==> config.mk <==
export PLATFORM = sky130hd
export DESIGN_NAME = matmul_seq_ctrl_flat
export DESIGN_NICKNAME = d
export VERILOG_FILES = /design/src/rtl/matmul_seq_ctrl_pkg.sv /design/src/rtl/matmul_seq_ctrl_if.sv /design/src/rtl/matmul_seq_ctrl_timer.sv /design/src/rtl/matmul_seq_ctrl.sv /design/src/flat_wrapper.sv
export SDC_FILE = /design/constraint.sdc
export NUM_CORES = 1
export LEC_CHECK = 0
export ABC_CLOCK_PERIOD_IN_PS = 2300
export BUFFER_PORTS_ARGS = -buffer_cell sky130_fd_sc_hd__buf_2
export CORE_UTILIZATION = 49
export CTS_BUF_LIST = sky130_fd_sc_hd__clkbuf_8 sky130_fd_sc_hd__clkbuf_16
export DETAILED_ROUTE_END_ITERATION = 12
export PLACE_DENSITY = 0.83
export SLEW_MARGIN = 30
export SYNTH_ARGS = -nofsm -noshare
export SYNTH_HDL_FRONTEND = slang
export SYNTH_HIERARCHICAL = 1
export SYNTH_SLANG_ARGS = --single-unit
==> constraint.sdc <==
create_clock -name clk_i -period 2.3 [get_ports clk_i]
set_input_delay 0.115 -clock clk_i [delete_from_list [all_inputs] [get_ports clk_i]]
set_output_delay 0.115 -clock clk_i [all_outputs]
set_load 0.01 [all_outputs]
==> src/rtl/matmul_seq_ctrl_pkg.sv <==
// Shared types and defaults for the two-stage matrix-multiply sequencer.
package matmul_pkg;

   typedef enum logic [2:0] {
      ST_IDLE,
      ST_CLEAR,
      ST_S1_FEED,
      ST_S1_WAIT,
      ST_S1_WRITE,
      ST_S2_FEED,
      ST_S2_WAIT,
      ST_DONE
   } state_e;

   localparam logic [1:0] MODE_FULL = 2'b00;
   localparam logic [1:0] MODE_S1   = 2'b01;
   localparam logic [1:0] MODE_S2   = 2'b10;
   localparam logic [1:0] MODE_RSVD = 2'b11;

   localparam int ROWS_DEF    = 8;
   localparam int K_LEN_DEF   = 8;
   localparam int ADDR_W_DEF  = 3;
   localparam int TIMEOUT_DEF = 64;

endpackage

==> src/rtl/matmul_seq_ctrl_if.sv <==
// Host/datapath-facing signal bundle of the sequencer; slave is the sequencer side.
interface matmul_seq_ctrl_if #(
   parameter int ADDR_W = 3
);
   logic              start_i;
   logic              abort_i;
   logic [1:0]        mode_i;
   logic              mm1_done_i;
   logic              mm2_done_i;
   logic              en_o;
   logic              clear_o;
   logic              valid1_o;
   logic [ADDR_W-1:0] row_o;
   logic [ADDR_W-1:0] beat_o;
   logic              wr_temp_en_o;
   logic [ADDR_W-1:0] wr_temp_addr_o;
   logic              rd_temp_en_o;
   logic [ADDR_W-1:0] rd_temp_addr_o;
   logic              valid2_o;
   logic [1:0]        mode_o;
   logic              busy_o;
   logic              done_o;
   logic              err_o;

   modport slave (
      input  start_i, abort_i, mode_i, mm1_done_i, mm2_done_i,
      output en_o, clear_o, valid1_o, row_o, beat_o,
             wr_temp_en_o, wr_temp_addr_o, rd_temp_en_o, rd_temp_addr_o,
             valid2_o, mode_o, busy_o, done_o, err_o
   );

   modport master (
      output start_i, abort_i, mode_i, mm1_done_i, mm2_done_i,
      input  en_o, clear_o, valid1_o, row_o, beat_o,
             wr_temp_en_o, wr_temp_addr_o, rd_temp_en_o, rd_temp_addr_o,
             valid2_o, mode_o, busy_o, done_o, err_o
   );
endinterface

==> src/rtl/matmul_seq_ctrl_timer.sv <==
// Loadable wait-cycle counter; expired_o is high during the last allowed wait cycle.
module seq_wait_timer #(
   parameter int TIMEOUT = 64
) (
   input  logic clk_i,
   input  logic rst_i,
   input  logic load_i,
   input  logic en_i,
   output logic expired_o
);
   localparam int W = $clog2(TIMEOUT) + 1;

   logic [W-1:0] cnt_q;

   always_ff @(posedge clk_i) begin
      if (rst_i || load_i) begin
         cnt_q <= '0;
      end else if (en_i && !expired_o) begin
         cnt_q <= cnt_q + W'(1);
      end
   end

   assign expired_o = (cnt_q == W'(TIMEOUT - 1));

endmodule

==> src/rtl/matmul_seq_ctrl.sv <==
// Sequencer for the stage-1 / temp BRAM / stage-2 matrix-multiply datapath.
module matmul_seq_ctrl
   import matmul_pkg::*;
#(
   parameter int ROWS    = ROWS_DEF,
   parameter int K_LEN   = K_LEN_DEF,
   parameter int ADDR_W  = ADDR_W_DEF,
   parameter int TIMEOUT = TIMEOUT_DEF
) (
   input  logic             clk_i,
   input  logic             rst_i,
   matmul_seq_ctrl_if.slave bus
);
   localparam logic [ADDR_W-1:0] K_LAST = ADDR_W'(K_LEN - 1);
   localparam logic [ADDR_W-1:0] R_LAST = ADDR_W'(ROWS - 1);

   state_e            state_q, state_d;
   logic [ADDR_W-1:0] row_q, row_d;
   logic [ADDR_W-1:0] beat_q, beat_d;
   logic [ADDR_W-1:0] wr_addr_q, wr_addr_d;
   logic [ADDR_W-1:0] rd_addr_q, rd_addr_d;
   logic [1:0]        mode_q, mode_d;
   logic              err_q, err_d;
   logic              en_q, en_d;
   logic              clear_q, clear_d;
   logic              valid1_q, valid1_d;
   logic              wr_en_q, wr_en_d;
   logic              rd_en_q, rd_en_d;
   logic              busy_q, busy_d;
   logic              done_q, done_d;
   logic              valid2_q;
   logic              abort_clr;
   logic              tmr_load, tmr_en, tmr_expired;

   seq_wait_timer #(
      .TIMEOUT (TIMEOUT)
   ) u_timer (
      .clk_i     (clk_i),
      .rst_i     (rst_i),
      .load_i    (tmr_load),
      .en_i      (tmr_en),
      .expired_o (tmr_expired)
   );

   // Next-state and counter logic.
   always_comb begin
      state_d   = state_q;
      row_d     = row_q;
      beat_d    = beat_q;
      mode_d    = mode_q;
      err_d     = err_q;
      abort_clr = 1'b0;
      tmr_load  = 1'b0;
      tmr_en    = 1'b0;

      if (state_q != ST_IDLE && bus.abort_i) begin
         state_d   = ST_IDLE;
         row_d     = '0;
         beat_d    = '0;
         abort_clr = 1'b1;
      end else begin
         case (state_q)
            ST_IDLE: begin
               if (bus.start_i) begin
                  if (bus.mode_i == MODE_RSVD) begin
                     err_d = 1'b1;
                  end else begin
                     mode_d  = bus.mode_i;
                     err_d   = 1'b0;
                     row_d   = '0;
                     beat_d  = '0;
                     state_d = ST_CLEAR;
                  end
               end
            end
            ST_CLEAR: begin
               row_d   = '0;
               beat_d  = '0;
               state_d = (mode_q == MODE_S2) ? ST_S2_FEED : ST_S1_FEED;
            end
            ST_S1_FEED: begin
               if (beat_q == K_LAST) begin
                  beat_d   = '0;
                  tmr_load = 1'b1;
                  state_d  = ST_S1_WAIT;
               end else begin
                  beat_d = beat_q + ADDR_W'(1);
               end
            end
            ST_S1_WAIT: begin
               tmr_en = 1'b1;
               // A done arriving on the expiring cycle still counts as success.
               if (bus.mm1_done_i) begin
                  state_d = ST_S1_WRITE;
               end else if (tmr_expired) begin
                  err_d   = 1'b1;
                  row_d   = '0;
                  state_d = ST_IDLE;
               end
            end
            ST_S1_WRITE: begin
               beat_d = '0;
               if (row_q == R_LAST) begin
                  row_d   = '0;
                  state_d = (mode_q == MODE_S1) ? ST_DONE : ST_S2_FEED;
               end else begin
                  row_d   = row_q + ADDR_W'(1);
                  state_d = ST_S1_FEED;
               end
            end
            ST_S2_FEED: begin
               if (beat_q == R_LAST) begin
                  beat_d   = '0;
                  tmr_load = 1'b1;
                  state_d  = ST_S2_WAIT;
               end else begin
                  beat_d = beat_q + ADDR_W'(1);
               end
            end
            ST_S2_WAIT: begin
               tmr_en = 1'b1;
               if (bus.mm2_done_i) begin
                  state_d = ST_DONE;
               end else if (tmr_expired) begin
                  err_d   = 1'b1;
                  state_d = ST_IDLE;
               end
            end
            ST_DONE: begin
               state_d = ST_IDLE;
            end
            default: begin
               state_d = ST_IDLE;
            end
         endcase
      end
   end

   // Outputs are decoded from the state being entered so they can be registered.
   always_comb begin
      en_d      = 1'b0;
      clear_d   = abort_clr;
      valid1_d  = 1'b0;
      wr_en_d   = 1'b0;
      wr_addr_d = '0;
      rd_en_d   = 1'b0;
      rd_addr_d = '0;
      done_d    = 1'b0;
      busy_d    = (state_d != ST_IDLE);
      case (state_d)
         ST_CLEAR: begin
            en_d    = 1'b1;
            clear_d = 1'b1;
         end
         ST_S1_FEED: begin
            en_d     = 1'b1;
            valid1_d = 1'b1;
         end
         ST_S1_WAIT, ST_S2_WAIT: begin
            en_d = 1'b1;
         end
         ST_S1_WRITE: begin
            wr_en_d   = 1'b1;
            wr_addr_d = row_d;
            clear_d   = 1'b1;
         end
         ST_S2_FEED: begin
            en_d      = 1'b1;
            rd_en_d   = 1'b1;
            rd_addr_d = beat_d;
         end
         ST_DONE: begin
            done_d = 1'b1;
         end
         default: begin
         end
      endcase
   end

   always_ff @(posedge clk_i) begin
      if (rst_i) begin
         state_q   <= ST_IDLE;
         row_q     <= '0;
         beat_q    <= '0;
         wr_addr_q <= '0;
         rd_addr_q <= '0;
         mode_q    <= '0;
         err_q     <= 1'b0;
         en_q      <= 1'b0;
         clear_q   <= 1'b0;
         valid1_q  <= 1'b0;
         wr_en_q   <= 1'b0;
         rd_en_q   <= 1'b0;
         busy_q    <= 1'b0;
         done_q    <= 1'b0;
         valid2_q  <= 1'b0;
      end else begin
         state_q   <= state_d;
         row_q     <= row_d;
         beat_q    <= beat_d;
         wr_addr_q <= wr_addr_d;
         rd_addr_q <= rd_addr_d;
         mode_q    <= mode_d;
         err_q     <= err_d;
         en_q      <= en_d;
         clear_q   <= clear_d;
         valid1_q  <= valid1_d;
         wr_en_q   <= wr_en_d;
         rd_en_q   <= rd_en_d;
         busy_q    <= busy_d;
         done_q    <= done_d;
         valid2_q  <= rd_en_q;
      end
   end

   assign bus.en_o           = en_q;
   assign bus.clear_o        = clear_q;
   assign bus.valid1_o       = valid1_q;
   assign bus.row_o          = row_q;
   assign bus.beat_o         = beat_q;
   assign bus.wr_temp_en_o   = wr_en_q;
   assign bus.wr_temp_addr_o = wr_addr_q;
   assign bus.rd_temp_en_o   = rd_en_q;
   assign bus.rd_temp_addr_o = rd_addr_q;
   assign bus.valid2_o       = valid2_q;
   assign bus.mode_o         = mode_q;
   assign bus.busy_o         = busy_q;
   assign bus.done_o         = done_q;
   assign bus.err_o          = err_q;

endmodule

==> src/flat_wrapper.sv <==
// flat-port wrapper written by rule: the top's interface ports become plain ports
module matmul_seq_ctrl_flat import matmul_pkg::*;
#(
   parameter int ROWS    = ROWS_DEF,
   parameter int K_LEN   = K_LEN_DEF,
   parameter int ADDR_W  = ADDR_W_DEF,
   parameter int TIMEOUT = TIMEOUT_DEF
)
  (clk_i, rst_i, bus_start_i, bus_abort_i, bus_mode_i, bus_mm1_done_i, bus_mm2_done_i, bus_en_o, bus_clear_o, bus_valid1_o, bus_row_o, bus_beat_o, bus_wr_temp_en_o, bus_wr_temp_addr_o, bus_rd_temp_en_o, bus_rd_temp_addr_o, bus_valid2_o, bus_mode_o, bus_busy_o, bus_done_o, bus_err_o);
  matmul_seq_ctrl_if #(.ADDR_W(ADDR_W)) bus_i ();
  input  logic clk_i;
  input  logic rst_i;
  input wire logic [$bits(bus_i.start_i)-1:0] bus_start_i;
  input wire logic [$bits(bus_i.abort_i)-1:0] bus_abort_i;
  input wire logic [$bits(bus_i.mode_i)-1:0] bus_mode_i;
  input wire logic [$bits(bus_i.mm1_done_i)-1:0] bus_mm1_done_i;
  input wire logic [$bits(bus_i.mm2_done_i)-1:0] bus_mm2_done_i;
  output wire logic [$bits(bus_i.en_o)-1:0] bus_en_o;
  output wire logic [$bits(bus_i.clear_o)-1:0] bus_clear_o;
  output wire logic [$bits(bus_i.valid1_o)-1:0] bus_valid1_o;
  output wire logic [$bits(bus_i.row_o)-1:0] bus_row_o;
  output wire logic [$bits(bus_i.beat_o)-1:0] bus_beat_o;
  output wire logic [$bits(bus_i.wr_temp_en_o)-1:0] bus_wr_temp_en_o;
  output wire logic [$bits(bus_i.wr_temp_addr_o)-1:0] bus_wr_temp_addr_o;
  output wire logic [$bits(bus_i.rd_temp_en_o)-1:0] bus_rd_temp_en_o;
  output wire logic [$bits(bus_i.rd_temp_addr_o)-1:0] bus_rd_temp_addr_o;
  output wire logic [$bits(bus_i.valid2_o)-1:0] bus_valid2_o;
  output wire logic [$bits(bus_i.mode_o)-1:0] bus_mode_o;
  output wire logic [$bits(bus_i.busy_o)-1:0] bus_busy_o;
  output wire logic [$bits(bus_i.done_o)-1:0] bus_done_o;
  output wire logic [$bits(bus_i.err_o)-1:0] bus_err_o;
  assign bus_i.start_i = bus_start_i;
  assign bus_i.abort_i = bus_abort_i;
  assign bus_i.mode_i = bus_mode_i;
  assign bus_i.mm1_done_i = bus_mm1_done_i;
  assign bus_i.mm2_done_i = bus_mm2_done_i;
  assign bus_en_o = bus_i.en_o;
  assign bus_clear_o = bus_i.clear_o;
  assign bus_valid1_o = bus_i.valid1_o;
  assign bus_row_o = bus_i.row_o;
  assign bus_beat_o = bus_i.beat_o;
  assign bus_wr_temp_en_o = bus_i.wr_temp_en_o;
  assign bus_wr_temp_addr_o = bus_i.wr_temp_addr_o;
  assign bus_rd_temp_en_o = bus_i.rd_temp_en_o;
  assign bus_rd_temp_addr_o = bus_i.rd_temp_addr_o;
  assign bus_valid2_o = bus_i.valid2_o;
  assign bus_mode_o = bus_i.mode_o;
  assign bus_busy_o = bus_i.busy_o;
  assign bus_done_o = bus_i.done_o;
  assign bus_err_o = bus_i.err_o;
  matmul_seq_ctrl #(.ROWS(ROWS), .K_LEN(K_LEN), .ADDR_W(ADDR_W), .TIMEOUT(TIMEOUT)) u_core (.clk_i(clk_i), .rst_i(rst_i), .bus(bus_i));
endmodule
Word level (Yosys, flattened, before mapping) --
Cells that the tools add are included. Widths: inputs -> output; s select.
Operators by class: add/sub/neg operators 3, equal/unequal tests 23, muxes and demuxes 42, bitwise gates (word level) 4, reduce and logical (&&, ||, !) cells 17
Operators with widths (number):
- $mux 3 | 20
- $eq 3x3->1 const B | 10
- $pmux 3 s8 | 1
- $mux 1 | 17
- $eq 3x2->1 const B | 4
- $pmux 3 s4 | 1
- $reduce_or 2->1 | 6
- $pmux 3 s3 | 1
- $reduce_bool 3->1 | 3
- $add 7x1->7 const B | 1
- $eq 7x6->1 const B | 1
- $add 3x1->3 const B | 2
- $eq 3x1->1 const B | 2
- $ne 2x2->1 const B | 3
- $reduce_and 5->1 | 1
- $reduce_or 5->1 | 1
- $eq 2x2->1 const B | 2
- $not 1->1 | 4
- $reduce_and 4->1 | 1
- $logic_not 3->1 | 1
- $pmux 1 s3 | 1
- $eq 2x1->1 const B | 1
- $logic_and 1x1->1 | 2
- $mux 2 | 1
- 2 further kinds | 2
Storage, ports and cells: register bits 33, input bits 8, output and inout bits 23

Depth between registers and ports, before layout --
depth after elaboration 8, depth in mapped cells 9, depth with buffers taken out 9

By module --
Netlist, hierarchy kept.
By module, submodules not included:
- matmul_seq_ctrl | instances 1, cells each 149, area an instance 1297.5 sq um, sequential area each 520.5 sq um
- seq_wait_timer | instances 1, cells each 36, area an instance 341.6 sq um, sequential area each 140.1 sq um

Worst setup path after synthesis --
OpenSTA, ideal clock, no wires.
path kind flip-flop to flip-flop, from register u_core.u_timer.cnt_q[0], to register u_core.rd_addr_q[0] (netlist: u_core/bus.rd_temp_addr_o[0]), setup time 64 ps, arrival time 2211 ps, setup slack 25 ps, cell stages (with the launch flop) 10, path buffers 0, clock period less this slack 2275 ps, cell sequence dfxtp_1 > ha_1 > and3b_4 > nand2_1 > inv_1 > or3b_1 > a211o_1 > and3_4 > or3_4 > nor2_1
Between the ends: longest elaborated chain between the ends 8, elaborated cells on any way between the ends 9, those cells by class 2 x eq/ne; 5 x mux; 1 x bitwise; 1 x reduce/logical
Ends and longest elaborated chain:
- start, declared | RTL line matmul_seq_ctrl_timer.sv:13 | logic [W-1:0] cnt_q;
- start signal, assigned | RTL line matmul_seq_ctrl_timer.sv:19 | cnt_q <= cnt_q + W'(1);
- $eq 7x6->1 * | RTL line matmul_seq_ctrl_timer.sv:23 | assign expired_o = (cnt_q == W'(TIMEOUT - 1));
- via u_core.tmr_expired | RTL line matmul_seq_ctrl.sv:33 | logic tmr_load, tmr_en, tmr_expired;
- $mux 3 * | RTL line matmul_seq_ctrl.sv:95, matmul_seq_ctrl.sv:124
- $mux 3, on equally long branches | RTL line matmul_seq_ctrl.sv:122, matmul_seq_ctrl.sv:93
- $pmux 3 s8 * | RTL line matmul_seq_ctrl.sv:62 | case (state_q)
- $mux 3 * | RTL line matmul_seq_ctrl.sv:56 | if (state_q != ST_IDLE && bus.abort_i) begin
- $eq 3x3->1 * | RTL line matmul_seq_ctrl.sv:150 | case (state_d)
- $not 1->1 (no line) *
- $reduce_or 2->1 (no line) *
- end signal, assigned | RTL line matmul_seq_ctrl.sv:202 | rd_addr_q <= rd_addr_d;
- end, declared | RTL line matmul_seq_ctrl.sv:21 | logic [ADDR_W-1:0] rd_addr_q, rd_addr_d;
Mark *: on every way through the listed nets, which the timed path passes. The rest lies on a longest branch. A chain may end at the register's enable or synchronous reset.

Worst setup path after layout --
from register u_core.u_timer.cnt_q[1], to register u_core.rd_addr_q[2] (netlist: u_core/bus.rd_temp_addr_o[2])
Same word-level chain as after synthesis.

==> impl_metrics.yaml <==
place:
  globalplace.congestion: 0.8401
  hpwl_um: 2491
  port_buffers: 30
  placed_area_um2: 1877
  post-place-ws_ps: -20.16
logic_synthesis:
  avgSynthCellArea_um2: 8.860
  synth-seq-area-share_pct: 40.31
  ys_ff_latch: 33
  netlist_area_um2: 1639
  yosysWarningCount: 6
  synth_edf_count: 0
  netlist_instances: 185
  synthFlopType: "dfxtp_1"
  async_reset_ff_share_pct: 0
  synth_cell_type_count: 51
  synth_fp_nets: 198
finish:
  diodes: 0
  final-seq-area_um2: 664.4
  synthToLayoutAreaGrowth_pct: 28.63
  multi_input_area_um2: 969.7
  finalInstanceArea_um2: 2108
  layout_common_cells: "buf_2 (30), dfxtp_1 (30), buf_4 (15), nor2_1 (14), nand2_1 (12)"
  fillers: 270
  post-route-util_pct: 67.94
  num-nets-final: 242
  drive_above_1_share_pct: 32.61
global_route:
  antenna_found_initial: 0
  overflow: 0
  grt_pass1_vias: 1385
  grt_max_degree: 21
  grt_use_total_pct: 22.68
  grt_pass1_wl_um: 6003
critical_path:
  ff2ff_path_depth: 9
  required_ps: 2520
  cp-end-kind: "register"
  arrival_ps: 2510
  r2r_slack_ps: 10
  startpoint: "u_core/u_timer/cnt_q[1]"
  crit_fanout: 4
  regToRegEndpoint: "u_core/bus.rd_temp_addr_o[2]"
  reg2reg_from: "u_core/u_timer/cnt_q[1]"
  crit_type: "reg2reg"
  critical_path.startpoint_type: "register"
route:
  drc: 0
  drtAntennaViolNets: 0
  vias: 1522
  drt-total-wl_um: 3762
  drt_iter0_drc: 89
  wire_per_inst_um: 13.73
  via_per_inst: 5.555
  drt-pass1-iter-count: 5
power_and_ir_drop:
  combPwrFrac_pct: 9.9
  power_frac_seq_pct: 43.5
  leakagePower_nw: 0.9244
  power.switching_mw: 0.2973
  powerDensity_nw_per_um2: 651.5
  ir_drop_uv: 448.1
  p_total_mw: 1.374
  p_sw_share_pct: 21.65
  clkPwrFrac_pct: 46.6
  internal-power_mw: 1.076
hold_path:
  holdPathStages: 3
  hold_class: "in2reg"
  min_from: "bus_mode_i[1]"
  hold_end: "u_core/bus.mode_o[1]"
clock_network:
  cts_hold_buf: 0
  cts_buffers: 5
  clk_pin_slew_worst_paths_ps: 80
  cts_tree: "built"
  cts_root_buf: "clkbuf_8"
  max-clock-path-buffers: 2
  insertion_delay_ps: 290
  cts_max_level: 2
  numClockSinks: 33
floorplanning:
  rows: 20
  core_um2: 3103
  initial_core_util_pct: 52.82
  die_width_um: 59.84
  die_area_um2: 3580
  io_pins: 31
  fp.dieH_um: 59.84
timing:
  relSlewSlack_pct: 59.52
  fin_crit_ps: 2289
  timing.final.ws_setup_ps: 10.64
  timing.final.crit_share_pct: 99.54
  rsz0062_at_grt: "yes"
  skew_ps: 13.91
  fmax_ghz: 0.4368
  setup_violations: 0
  worstMarginPinSlew_ps: 606.3
  maxSlewViolCount: 0
  hold_viol: 0
status:
  status: "completed"
job:
  cap_violations: 0
-- through the flow --
step	TNS [ps]	cells	hold WS (ps)
finish	0	274	82.66
global route	-92.33	274	84.67
CTS	0	269	76.89
detailed placement	-34.67	261	385.3
global placement	0	261	379.4
floorplan	0	185	251.0
-- cell type report --
type,count,area share (%)
multi-input combinational,138,45.99
timing repair buffer,45,12.46
sequential,33,31.51
inverter,6,1.068
tap,44,2.611
clock buffer,5,3.264
clock inverter,3,3.086
-- how the worst max path moves through the flow --
stage	cells past startpoint	slack (ps)	end
2_1_floorplan	9	20	u_core/bus.rd_temp_addr_o[0]
3_3_place_gp	9	20	u_core/bus.rd_temp_addr_o[2]
3_5_place_dp	9	-20	u_core/bus.rd_temp_addr_o[2]
4_1_cts	9	20	u_core/bus.en_o
5_1_grt	9	-50	u_core/bus.rd_temp_addr_o[2]
6_report	9	10	u_core/bus.rd_temp_addr_o[2]
-- cell usage after synthesis (4+ instances only) --
cell type / instances / area (um2)
a21oi_1: 5 / 25.02
a22oi_1: 5 / 37.54
a31oi_1: 5 / 31.28
buf_2: 4 / 20.02
dfxtp_1: 33 / 660.6
ha_1: 5 / 62.56
inv_1: 6 / 22.52
nand2_1: 13 / 48.80
nand2b_1: 7 / 43.79
nor2_1: 17 / 63.81
nor3_1: 8 / 40.04
nor3b_1: 5 / 37.54
o21ai_0: 7 / 35.03
o21ai_1: 7 / 35.03
or2_1: 5 / 31.28
-- sequential cells by signal, indices dropped and copies added (netlist names) --
register and flops:
u_core/u_timer/cnt_q 7, u_core/bus.wr_temp_en_o 1, u_core/bus.valid2_o 1, u_core/bus.err_o 1
u_core/bus.wr_temp_addr_o 3, u_core/state_q 3, u_core/bus.done_o 1, u_core/bus.en_o 1
u_core/bus.rd_temp_en_o 1, u_core/bus.rd_temp_addr_o 3, u_core/bus.valid1_o 1, u_core/bus.row_o 3
u_core/bus.beat_o 3, u_core/bus.clear_o 1, u_core/bus.busy_o 1, u_core/bus.mode_o 2
-- routing by layer --
metal  part of all wire [%]  global-route usage, %
met5                      0                      0
met4                    1.0                  9.635
met3                    4.1                  5.628
met2                     49                  38.41
met1                     46                  27.10
-- worst max-delay path, cell delays in order, from the launching register on --
cell and delay (ps):
dfxtp_2 340, ha_4 150, and3b_4 180, nand2_2 60, inv_2 50, or3b_4 360, a211o_1 330, and3_4 210
or3_4 420, nor2_2 110
-- cells by family after synthesis --
group / share of synthesized area (%)
mux: 1.832
fa+ha+maj: 3.817
flops: 40.31
buf+inv: 3.969
compound gates: 18.25
simple gates: 31.83
-- what timing repair did --
action,CTS,global route
buffers inserted,0,5
pin swaps,4,8
setup endpoints to repair,3,10
resized for setup,3,15
-- power by group through the flow --
stage	sequential, mW	combinational [mW]	clock, mW
final	0.597	0.136	0.640
after global routing	0.599	0.149	0.681
after CTS	0.597	0.119	0.649
after detailed placement	0.610	0.116	0
after global placement	0.609	0.115	0
after floorplan	0.607	0.0800	0
No activity file was read; power rests on OpenSTA's default activity.
